$ cat src/rtl/dsp_chain_pkg.sv
// Shared constants and state encoding for the DSP chain tail accumulator.
package dsp_chain_pkg;

  localparam int unsigned CHAIN_W = 37;

  typedef logic [0:0] state_t;
  localparam state_t EMPTY = 1'b0;
  localparam state_t BUSY  = 1'b1;

endpackage

$ cat src/rtl/dsp_acc_round_sat.sv
// Combinational round-half-up, arithmetic shift and narrowing of a final accumulator sum.
// DSP_ACC_SAT_EN selects clamping with a saturation flag; otherwise the low bits wrap.
module dsp_acc_round_sat #(
  parameter int unsigned ACC_W = 48,
  parameter int unsigned SHIFT = 8,
  parameter int unsigned OUT_W = 16
) (
  input  logic signed [ACC_W-1:0] sum,
  output logic signed [OUT_W-1:0] data,
  output logic                    sat
);

  // One guard bit so the rounding bias can never wrap the sum.
  localparam int unsigned EW = ACC_W + 1;

  logic signed [EW-1:0] ext;
  logic signed [EW-1:0] shifted;

  assign ext = {sum[ACC_W-1], sum};

  if (SHIFT > 0) begin : g_round
    localparam logic signed [EW-1:0] HALF = {{(EW-1){1'b0}}, 1'b1} << (SHIFT - 1);
    assign shifted = (ext + HALF) >>> SHIFT;
  end else begin : g_pass
    assign shifted = ext;
  end

`ifdef DSP_ACC_SAT_EN
  localparam logic signed [EW-1:0] MAX_V = {{(EW-OUT_W+1){1'b0}}, {(OUT_W-1){1'b1}}};
  localparam logic signed [EW-1:0] MIN_V = ~MAX_V;

  always_comb begin
    data = OUT_W'(shifted);
    sat  = 1'b0;
    if (shifted > MAX_V) begin
      data = OUT_W'(MAX_V);
      sat  = 1'b1;
    end else if (shifted < MIN_V) begin
      data = OUT_W'(MIN_V);
      sat  = 1'b1;
    end
  end
`else
  assign data = OUT_W'(shifted);
  assign sat  = 1'b0;
`endif

endmodule

$ cat src/rtl/dsp_chain_accum.sv
// Tail-of-chain accumulator: sums chain results over a group and emits a rounded result.
// Saturating output enabled by defining DSP_ACC_SAT_EN.
module dsp_chain_accum
  import dsp_chain_pkg::*;
#(
  parameter int unsigned IN_W  = CHAIN_W,
  parameter int unsigned ACC_W = 48,
  parameter int unsigned SHIFT = 8,
  parameter int unsigned OUT_W = 16,
  parameter int unsigned CNT_W = 8
) (
  input  logic                    clk,
  input  logic                    reset,
  input  logic                    in_valid,
  output logic                    in_ready,
  input  logic [IN_W-1:0]         chain_in,
  input  logic                    in_last,
  output logic                    out_valid,
  input  logic                    out_ready,
  output logic signed [OUT_W-1:0] out_data,
  output logic [CNT_W-1:0]        out_count,
  output logic                    out_sat
);

  state_t                    state_q, state_d;
  logic signed [ACC_W-1:0]   acc_q, acc_d;
  logic [CNT_W-1:0]          cnt_q, cnt_d;
  logic                      out_valid_q, out_valid_d;
  logic signed [OUT_W-1:0]   out_data_q, out_data_d;
  logic [CNT_W-1:0]          out_count_q, out_count_d;
  logic                      out_sat_q, out_sat_d;

  logic                      accept;
  logic signed [ACC_W-1:0]   in_ext;
  logic signed [ACC_W-1:0]   acc_base;
  logic signed [ACC_W-1:0]   sum;
  logic [CNT_W-1:0]          cnt_base;
  logic [CNT_W-1:0]          cnt_inc;
  logic signed [OUT_W-1:0]   rs_data;
  logic                      rs_sat;

  assign in_ready = !out_valid_q || out_ready;
  assign accept   = in_valid && in_ready;
  assign in_ext   = {{(ACC_W-IN_W){chain_in[IN_W-1]}}, chain_in};

  // A fresh group starts from zero regardless of what the registers hold.
  assign acc_base = (state_q == EMPTY) ? '0 : acc_q;
  assign cnt_base = (state_q == EMPTY) ? '0 : cnt_q;
  assign sum      = acc_base + in_ext;
  assign cnt_inc  = (cnt_base == '1) ? cnt_base : cnt_base + CNT_W'(1);

  dsp_acc_round_sat #(
    .ACC_W (ACC_W),
    .SHIFT (SHIFT),
    .OUT_W (OUT_W)
  ) u_round_sat (
    .sum  (sum),
    .data (rs_data),
    .sat  (rs_sat)
  );

  always_comb begin
    state_d     = state_q;
    acc_d       = acc_q;
    cnt_d       = cnt_q;
    out_valid_d = out_valid_q;
    out_data_d  = out_data_q;
    out_count_d = out_count_q;
    out_sat_d   = out_sat_q;
    if (out_valid_q && out_ready) begin
      out_valid_d = 1'b0;
    end
    if (accept) begin
      if (in_last) begin
        out_valid_d = 1'b1;
        out_data_d  = rs_data;
        out_count_d = cnt_inc;
        out_sat_d   = rs_sat;
        acc_d       = '0;
        cnt_d       = '0;
        state_d     = EMPTY;
      end else begin
        acc_d   = sum;
        cnt_d   = cnt_inc;
        state_d = BUSY;
      end
    end
  end

  always_ff @(posedge clk or negedge reset) begin
    if (!reset) begin
      state_q     <= EMPTY;
      acc_q       <= '0;
      cnt_q       <= '0;
      out_valid_q <= 1'b0;
      out_data_q  <= '0;
      out_count_q <= '0;
      out_sat_q   <= 1'b0;
    end else begin
      state_q     <= state_d;
      acc_q       <= acc_d;
      cnt_q       <= cnt_d;
      out_valid_q <= out_valid_d;
      out_data_q  <= out_data_d;
      out_count_q <= out_count_d;
      out_sat_q   <= out_sat_d;
    end
  end

  assign out_valid = out_valid_q;
  assign out_data  = out_data_q;
  assign out_count = out_count_q;
  assign out_sat   = out_sat_q;

endmodule

$ cat config.mk
export PLATFORM = sky130hd
export DESIGN_NAME = dsp_chain_accum
export DESIGN_NICKNAME = d
export VERILOG_FILES = /design/src/rtl/dsp_chain_pkg.sv /design/src/rtl/dsp_acc_round_sat.sv /design/src/rtl/dsp_chain_accum.sv
export SDC_FILE = /design/constraint.sdc
export NUM_CORES = 1
export LEC_CHECK = 0
export CAP_MARGIN = 30
export CORE_MARGIN = 1.5
export CORE_UTILIZATION = 31
export DETAILED_ROUTE_END_ITERATION = 8
export PLACE_DENSITY_LB_ADDON = 0.3
export SLEW_MARGIN = 20
export SYNTH_ARGS = -nofsm -noshare
export SYNTH_HDL_FRONTEND = slang
export SYNTH_HIERARCHICAL = 1
export SYNTH_SLANG_ARGS = --single-unit
$ cat constraint.sdc
create_clock -name clk -period 4.02 [get_ports clk]
set_clock_uncertainty 0.15 [all_clocks]
set_input_delay 0.804 -clock clk [delete_from_list [all_inputs] [get_ports clk]]
set_output_delay 0.804 -clock clk [all_outputs]
set_load 0.01 [all_outputs]
[Word level (Yosys, flattened, before mapping)]
Index checks and enable logic that the tools add are counted.
Word-level totals
  bits in registers: 82
  bits of input ports: 42
  output and inout port bits: 27
  word-level logic and storage cells: 24
Operators by class
  add/sub/neg operators: 3
  equal/unequal tests: 1
  multiplexer cells: 9
  reductions and logical operators: 5
Operators by type and width (count)
  $mux W48: 2
  $add A48 B37 Y48: 1
  $add A24 B9 Y24 const B: 1
  $mux W8: 3
  $add A8 B1 Y8 const B: 1
  $eq A8 B8 Y1 const B: 1
  $mux W1: 4
  $logic_and A1 B1 Y1: 2
  $reduce_and A2 Y1: 1
  $logic_not A1 Y1: 1
  $logic_or A1 B1 Y1: 1

[Logic depth before layout (Yosys ltp)]
Gate-level depths: netlist of the first run.
  depth in word-level cells: 4
  gate-level depth with buffers: 19
  depth with buffers taken out: 16

[By module]
The synthesis of the first run kept the hierarchy.
Modules (own cells, without submodules)
  dsp_chain_accum: times used 1, cells each 714, area an instance 6369.9 um^2, sequential area each 2077.0 um^2
  dsp_acc_round_sat: times used 1, cells each 46, area an instance 389.1 um^2, sequential area each 0.0 um^2

[Worst setup path after synthesis of the first run]
OpenSTA, ideal clock, no wires.
  path type: register to register
  start point: register state_q
  end point: register out_data_q[14] (netlist: out_data[14])
  setup time: 125 ps
  arrival: 3748 ps
  required time: 3745 ps
  path slack: -3 ps
  stages on the path, launching flop included: 19
  path buffers: 3
  clock period less this slack: 4023 ps
  cells stage by stage: dfrtp_1 > buf_6 > clkbuf_1 > clkbuf_1 > and2_1 > ha_1 > inv_1 > fa_1 > nand2b_1 > a21oi_1 > o2111a_1 > nor3_1 > nor2_1 > a31oi_1 > xnor2_1 > nand4_4 > nor4_2 > xor2_1 > mux2_2
Between the ends
  word-level cells in the longest chain between the ends: 3
RTL lines
  start, declared: line dsp_chain_accum.sv:25  | state_t state_q, state_d;
  start signal, assigned: line dsp_chain_accum.sv:100  | state_q <= state_d;
  $mux W48: line dsp_chain_accum.sv:47  | assign acc_base = (state_q == EMPTY) ? '0 : acc_q;
  $add A48 B37 Y48: line dsp_chain_accum.sv:49  | assign sum = acc_base + in_ext;
  named net sum[18]: line dsp_chain_accum.sv:36  | logic signed [ACC_W-1:0] sum;
  $add A24 B9 Y24: line dsp_acc_round_sat.sv:23  | assign shifted = (ext + HALF) >>> SHIFT;
  named net rs_data[14]: line dsp_chain_accum.sv:39  | logic signed [OUT_W-1:0] rs_data;
  end signal, assigned: line dsp_chain_accum.sv:104  | out_data_q <= out_data_d;
  end, declared: line dsp_chain_accum.sv:29  | logic signed [OUT_W-1:0] out_data_q, out_data_d;
The timed path passes the listed nets, and every way through them passes these cells.
A chain may end at the register's enable or synchronous reset.

[Worst setup path after layout of the first run]
  start point: input port chain_in[3]
  end point: register out_data_q[14] (netlist: out_data[14])
Between the ends
  word-level cells in the longest chain between the ends: 2
RTL lines
  start, declared: line dsp_chain_accum.sv:16  | input logic [IN_W-1:0] chain_in,
  $add A48 B37 Y48: line dsp_chain_accum.sv:49
  named net sum[19]: line dsp_chain_accum.sv:36
  $add A24 B9 Y24: line dsp_acc_round_sat.sv:23
  named net rs_data[14]: line dsp_chain_accum.sv:39
The timed path passes the listed nets, and every way through them passes these cells.

==> results of run 1 <==
## metal layers
metal	share of wire, %	track usage [%]
met1	48	21.4
met2	46	25.8
met3	4.4	3.64
met4	1.6	5.20
met5	0	0
## worst paths after layout
check                                          start                       end  slack (ns)  cells after the start
max in group asynchronous                      reset     acc_q[22]$_DFFE_PN0P_        2.61                      3
worst max register to register   state_q$_DFFE_PN0P_  out_data[14]$_DFFE_PN0P_        0.37                     15
worst min-delay path                           reset  out_count[0]$_DFFE_PN0P_        0.33                      1
worst max-delay path                     chain_in[3]  out_data[14]$_DFFE_PN0P_        0.20                     15
worst min register to register  acc_q[0]$_DFFE_PN0P_      acc_q[0]$_DFFE_PN0P_        0.33                      2
min in group clk                acc_q[0]$_DFFE_PN0P_      acc_q[0]$_DFFE_PN0P_        0.33                      2
## stage by stage
step	instance area, µm²	hold slack (ns)	util, %
floorplan	4170	0.292	-
detailed placement	5390	0.317	40.9
CTS	5730	0.328	43.4
global placement	5370	0.308	40.7
finish	5830	0.325	44.2
global route	5830	0.350	44.2
## power breakdown
group          total, µW  internal (µW)  switching, µW
sequential           857            754            103
clock                705            445            260
combinational       1560            828            730
## worst max-delay path: stages
cell and delay [ns]:
clkdlybuf4s50_1 0.41, ha_1 0.33, a21o_1 0.17, a21oi_1 0.21, a21boi_2 0.10, a21oi_2 0.25
o21ai_4 0.12, a31oi_2 0.25, o21bai_1 0.13, xnor2_1 0.17, buf_4 0.16, nand3_1 0.11
nor4_4 0.28, xor2_1 0.09, mux2_2 0.27
## placed cells by master, fill, tap and decap left out, drive strengths merged, types with 8 or more instances in the layout
cell type,n
a21o,12
a21oi,35
a22o,23
and2,28
buf,83
clkbuf,11
clkdlybuf4s50,53
dfrtp,59
ha,26
inv,12
mux2,18
nand2,49
nand3,11
nand4,13
nor2,19
nor3,8
o21ai,26
xnor2,24
xor2,16
## state kept, by name (all words and copies together) (netlist names)
register / flops
out_data: 16
out_count: 8
out_sat: 1
cnt_q: 8
acc_q: 24
out_valid: 1
state_q: 1
## timing repair
item / CTS / global route
pin swaps: 11 / 6
setup endpoints to repair: 8 / 7
setup buffers: 3 / 0
resized for setup: 10 / 16
hold buffers: 0 / 0
## cell type report
cell class	instances	share of cell area (%)
clock buffers	11	4.34
clock inverters	5	0.472
inverters	12	0.773
multi-input cells	349	45.2
flip-flops and latches	59	25.3
well taps	176	3.78
repair buffers	137	20.1
==> out/qor.yml, run 1 <==
timing:
  period_needed_ns: 3.82
  hold_viol: 0
  setup-tns-final_ns: 0
  tightest_slew_ns: 0.739
  setup_viol: 0
  relSlewSlack_pct: 50.5
  worst_slack_ns: 0.201
  fmax_mhz: 262
  fin_crit_sh_pct: 95.0
  final_max_slew_viol_count: 0
setup_path:
  worst_setup_path_end_kind: "register"
  critical_path_arrival_ns: 3.88
  path_class: "input port to register"
  crit_required_ns: 4.08
  crit_path_max_fanout: 5
  startpoint_type: "input port"
placed_design:
  placedCellCount: 730
  io_buffers: 55
  place_ws_ns: -0.522
  place_hpwl_um: 8250
  gp_congestion: 0.883
drt:
  antenna_left: 0
  wire_per_inst_um: 14.5
  first_iter_violations: 188
  wl_um: 10800
  via_per_inst: 4.87
  dr.pass1.iters: 4
  vias: 3648
  drc: 0
power:
  ir_drop_v: 0.000193
  fin_total_pwr_uw: 3120
  powerDensity_nw_per_um2: 535
  leakagePower_uw: 0.00269
clock_tree:
  clk_latency_ns: 0.32
  clk_path_buf_depth: 2
  cts_made_buffers: 9
  clockRootBuffer: "clkbuf_16"
  clock_sink_count: 59
  clkTransAtPathRegs_ns: 0.05
  htreeDepth: 3
  cts_tree: "yes"
layout:
  drive_above_1_share_pct: 26.0
  stdcell_count: 749
  nets: 637
  n_fill_cell: 1271
  antennaDiodeCount: 0
  multi_input_comb_area_um2: 2630
  area_delta_synth_final_pct: 39.6
  ff_latch_area_um2: 1480
worst_hold_path:
  hp-class: "input port to asynchronous set/reset pin"
global_route:
  overflow: 0
  antenna_found_initial: 0
  track_usage_pct: 16.1
  grt_max_degree: 36
  grt_pass1_vias: 3811
  grt_pass1_wl_um: 18400
die:
  start_util_pct: 31.6
  io_pins: 69
  die_w_um: 119
  floorplan.rows: 42
  core_area_um2: 13200
  fp.dieArea_um2: 14200
  dieHeight_um: 119
run_status:
  status: "complete, no violations"
flow_run:
  drv_cap: 0
synthesis:
  syn-num-nets: 521
  yosysWarnings: 6
  synth_area_per_cell_um2: 9.23
  netlist_area_um2: 4170
  netlist_instances: 452
Note: power is estimated with default switching activity, not from simulation.
==> run 2: changes to the inputs <==
--- a/config.mk
+++ b/config.mk
@@ -7,8 +7,9 @@
 export LEC_CHECK = 0
 export CAP_MARGIN = 30
 export CORE_MARGIN = 1.5
-export CORE_UTILIZATION = 31
+export CORE_UTILIZATION = 50
 export DETAILED_ROUTE_END_ITERATION = 8
+export GPL_ROUTABILITY_DRIVEN = 0
 export PLACE_DENSITY_LB_ADDON = 0.3
 export SLEW_MARGIN = 20
 export SYNTH_ARGS = -nofsm -noshare
==> out/qor.yml, run 2 (synthesis results as in run 1) <==
drt:
  routedLengthMet1_um: 4780  # -7.2%
  vias: 3827  # +4.9%
  met3_length_um: 566  # +19%
  wl_um: 11200  # +3.3%
  wire_per_inst_um: 16.6  # +15%
  antenna_left: 0  # unchanged
  dr.pass1.iters: 5  # +1
  via_per_inst: 5.68  # +17%
  top_layer: "met4"
  met2_length_um: 5670  # +13%
  first_iter_violations: 159  # -15%
  drc: 0  # unchanged
clock_tree:
  cts_made_buffers: 9  # unchanged
  cts_tree: "yes"
  clk_latency_ns: 0.35  # +0.03 ns
  htreeDepth: 3  # unchanged
  clockRootBuffer: "clkbuf_8"
  clk_path_buf_depth: 2  # unchanged
  clkTransAtPathRegs_ns: 0.07  # +0.02 ns
  clock_sink_count: 59  # unchanged
  cts_hold_buf: 0  # unchanged
die:
  start_util_pct: 51.3  # +20 points
  io_pins: 69  # unchanged
  floorplan.rows: 33  # -21%
  die_w_um: 94.4  # -21%
  dieHeight_um: 94.4  # -21%
  fp.dieArea_um2: 8900  # -37%
  core_area_um2: 8130  # -38%
timing:
  relSlewSlack_pct: 61.4  # +11 points
  final_max_slew_viol_count: 0  # unchanged
  tightest_slew_ns: 0.575  # -0.164 ns
  period_needed_ns: 3.88  # +0.0629 ns
  setup_viol: 0  # unchanged
  worst_slack_ns: 0.138  # -0.0629 ns
  hold_viol: 0  # unchanged
  fmax_mhz: 258  # -1.6%
  fin_crit_sh_pct: 96.6  # +1.6 points
  setup-tns-final_ns: 0  # unchanged
setup_path:
  path_class: "input port to register"
  crit_start: "chain_in[3]"
  r2r_start: "state_q$_DFFE_PN0P_"
  r2r_slack_ns: 0.28  # -0.09 ns
  worst_setup_path_end_kind: "register"
  crit_required_ns: 4.10  # +0.02 ns
  ff2ff_path_depth: 17  # +2
  startpoint_type: "input port"
  endpoint: "out_data[15]$_DFFE_PN0P_"
  critical_path_arrival_ns: 3.97  # +0.09 ns
  rr_endpoint: "out_data[13]$_DFFE_PN0P_"
  crit_path_max_fanout: 5  # unchanged
layout:
  top_register: "acc_q"
  layout_common_cells: "77 x buf_4, 59 x dfrtp_1, 53 x clkdlybuf4s50_1, 47 x nand2_1, 32 x a21oi_1"
  final_common_cell: "buf_4"
  nets: 633  # -0.63%
  stdcell_count: 674  # -10%
  largest_register_ffs: 24  # unchanged
  finalInstanceArea_um2: 5670  # -2.7%
  antennaDiodeCount: 0  # unchanged
  area_delta_synth_final_pct: 35.8
  drive_above_1_share_pct: 26.5  # +0.53 points
placed_design:
  placedCellCount: 651  # -11%
  place_ws_ns: -0.476  # +0.0463 ns
  post_dp_cell_area_um2: 5230  # -3.0%
  place_hpwl_um: 7740  # -6.1%
  io_buffers: 55  # unchanged
power:
  ir_drop_v: 0.000260  # +34%
  leakagePower_uw: 0.00265  # -1.3%
  powerDensity_nw_per_um2: 526  # -1.9%
  fin_total_pwr_uw: 2980  # -4.6%
run_status:
  status: "complete, no violations"
global_route:
  grt_max_degree: 38  # +5.6%
  grt_pass1_wl_um: 17300  # -5.9%
  grt_pass1_vias: 3755  # -1.5%
  overflow: 0  # unchanged
  antenna_found_initial: 0  # unchanged
  track_usage_pct: 25.0  # +9.0 points
flow_run:
  drv_cap: 0  # unchanged
worst_hold_path:
  hp-class: "input port to asynchronous set/reset pin"
## run 2: changes by cell type in the layout (fill, tap and decap cells not counted), sizes merged
cell | before | now
clkinvlp | 1 | 3
bufinv | 0 | 1
clkinv | 4 | 2
buf | 83 | 79
dlygate4sd2 | 1 | 0
dlymetal6s2s | 0 | 1
clkbuf | 11 | 10
## run 2: how the worst min path moves through the flow
stage / cells past startpoint / slack, ns / start / to
after floorplan: 2 / 0.29 / acc_q[0]$_DFFE_PN0P_ / acc_q[0]$_DFFE_PN0P_
after global placement: 2 / 0.31 / acc_q[0]$_DFFE_PN0P_ / acc_q[0]$_DFFE_PN0P_
after detailed placement: 2 / 0.32 / out_count[2]$_DFFE_PN0P_ / out_count[2]$_DFFE_PN0P_
after CTS: 2 / 0.34 / out_count[2]$_DFFE_PN0P_ / out_count[2]$_DFFE_PN0P_
after global routing: 1 / 0.19 / reset / acc_q[4]$_DFFE_PN0P_
final: 1 / 0.18 / reset / acc_q[6]$_DFFE_PN0P_
## run 2: layer usage
| layer | up-vias | GRT usage, % |
|---|---|---|
| met5 | - | 0 |
| met4 | 0 | 9.58 |
| met2 | 132 | 42.7 |
| met1 | 1856 | 31.7 |
| met3 | 21 | 4.03 |
| li1 | 1818 | - |
## run 2: layout make-up
cell class | instances | area (µm²)
Tap cell | 105 | 131
Clock buffer | 10 | 128
Clock inverter | 6 | 66.3
Timing Repair Buffer | 133 | 1150
Sequential cell | 59 | 1480
Fill cell | 617 | 2470
Multi-Input combinational cell | 349 | 2680
Inverter | 12 | 45.0
## run 2: critical path, stage by stage
cell	delay [ns]
clkdlybuf4s50_1	0.41
ha_1	0.31
buf_4	0.14
a21o_1	0.16
a21oi_2	0.20
a21boi_2	0.09
a21oi_2	0.21
o21ai_2	0.13
a31oi_2	0.28
o21bai_1	0.13
xnor2_1	0.15
buf_4	0.17
nand4_1	0.15
nor4_4	0.27
xor2_1	0.10
mux2_2	0.26
## run 2: metrics by stage
stage               hold slack, ns  util (%)
floorplan                    0.292         -
CTS                          0.337      67.6
global placement             0.305      64.3
global route                 0.194      69.7
detailed placement           0.320      64.3
finish                       0.184      69.7
## run 2: where the power goes
part	total (µW)	switching [µW]	internal [µW]
Combinational	1580	761	821
Sequential	844	92.3	751
Clock	554	267	286
## run 2: repair_timing
item                                    in CTS  in global routing
pin swaps                                    9                 14
resized for setup                            9                 26
cloned                                       0                  0
buffers inserted                             3                  3
endpoints found under the setup margin      10                  9
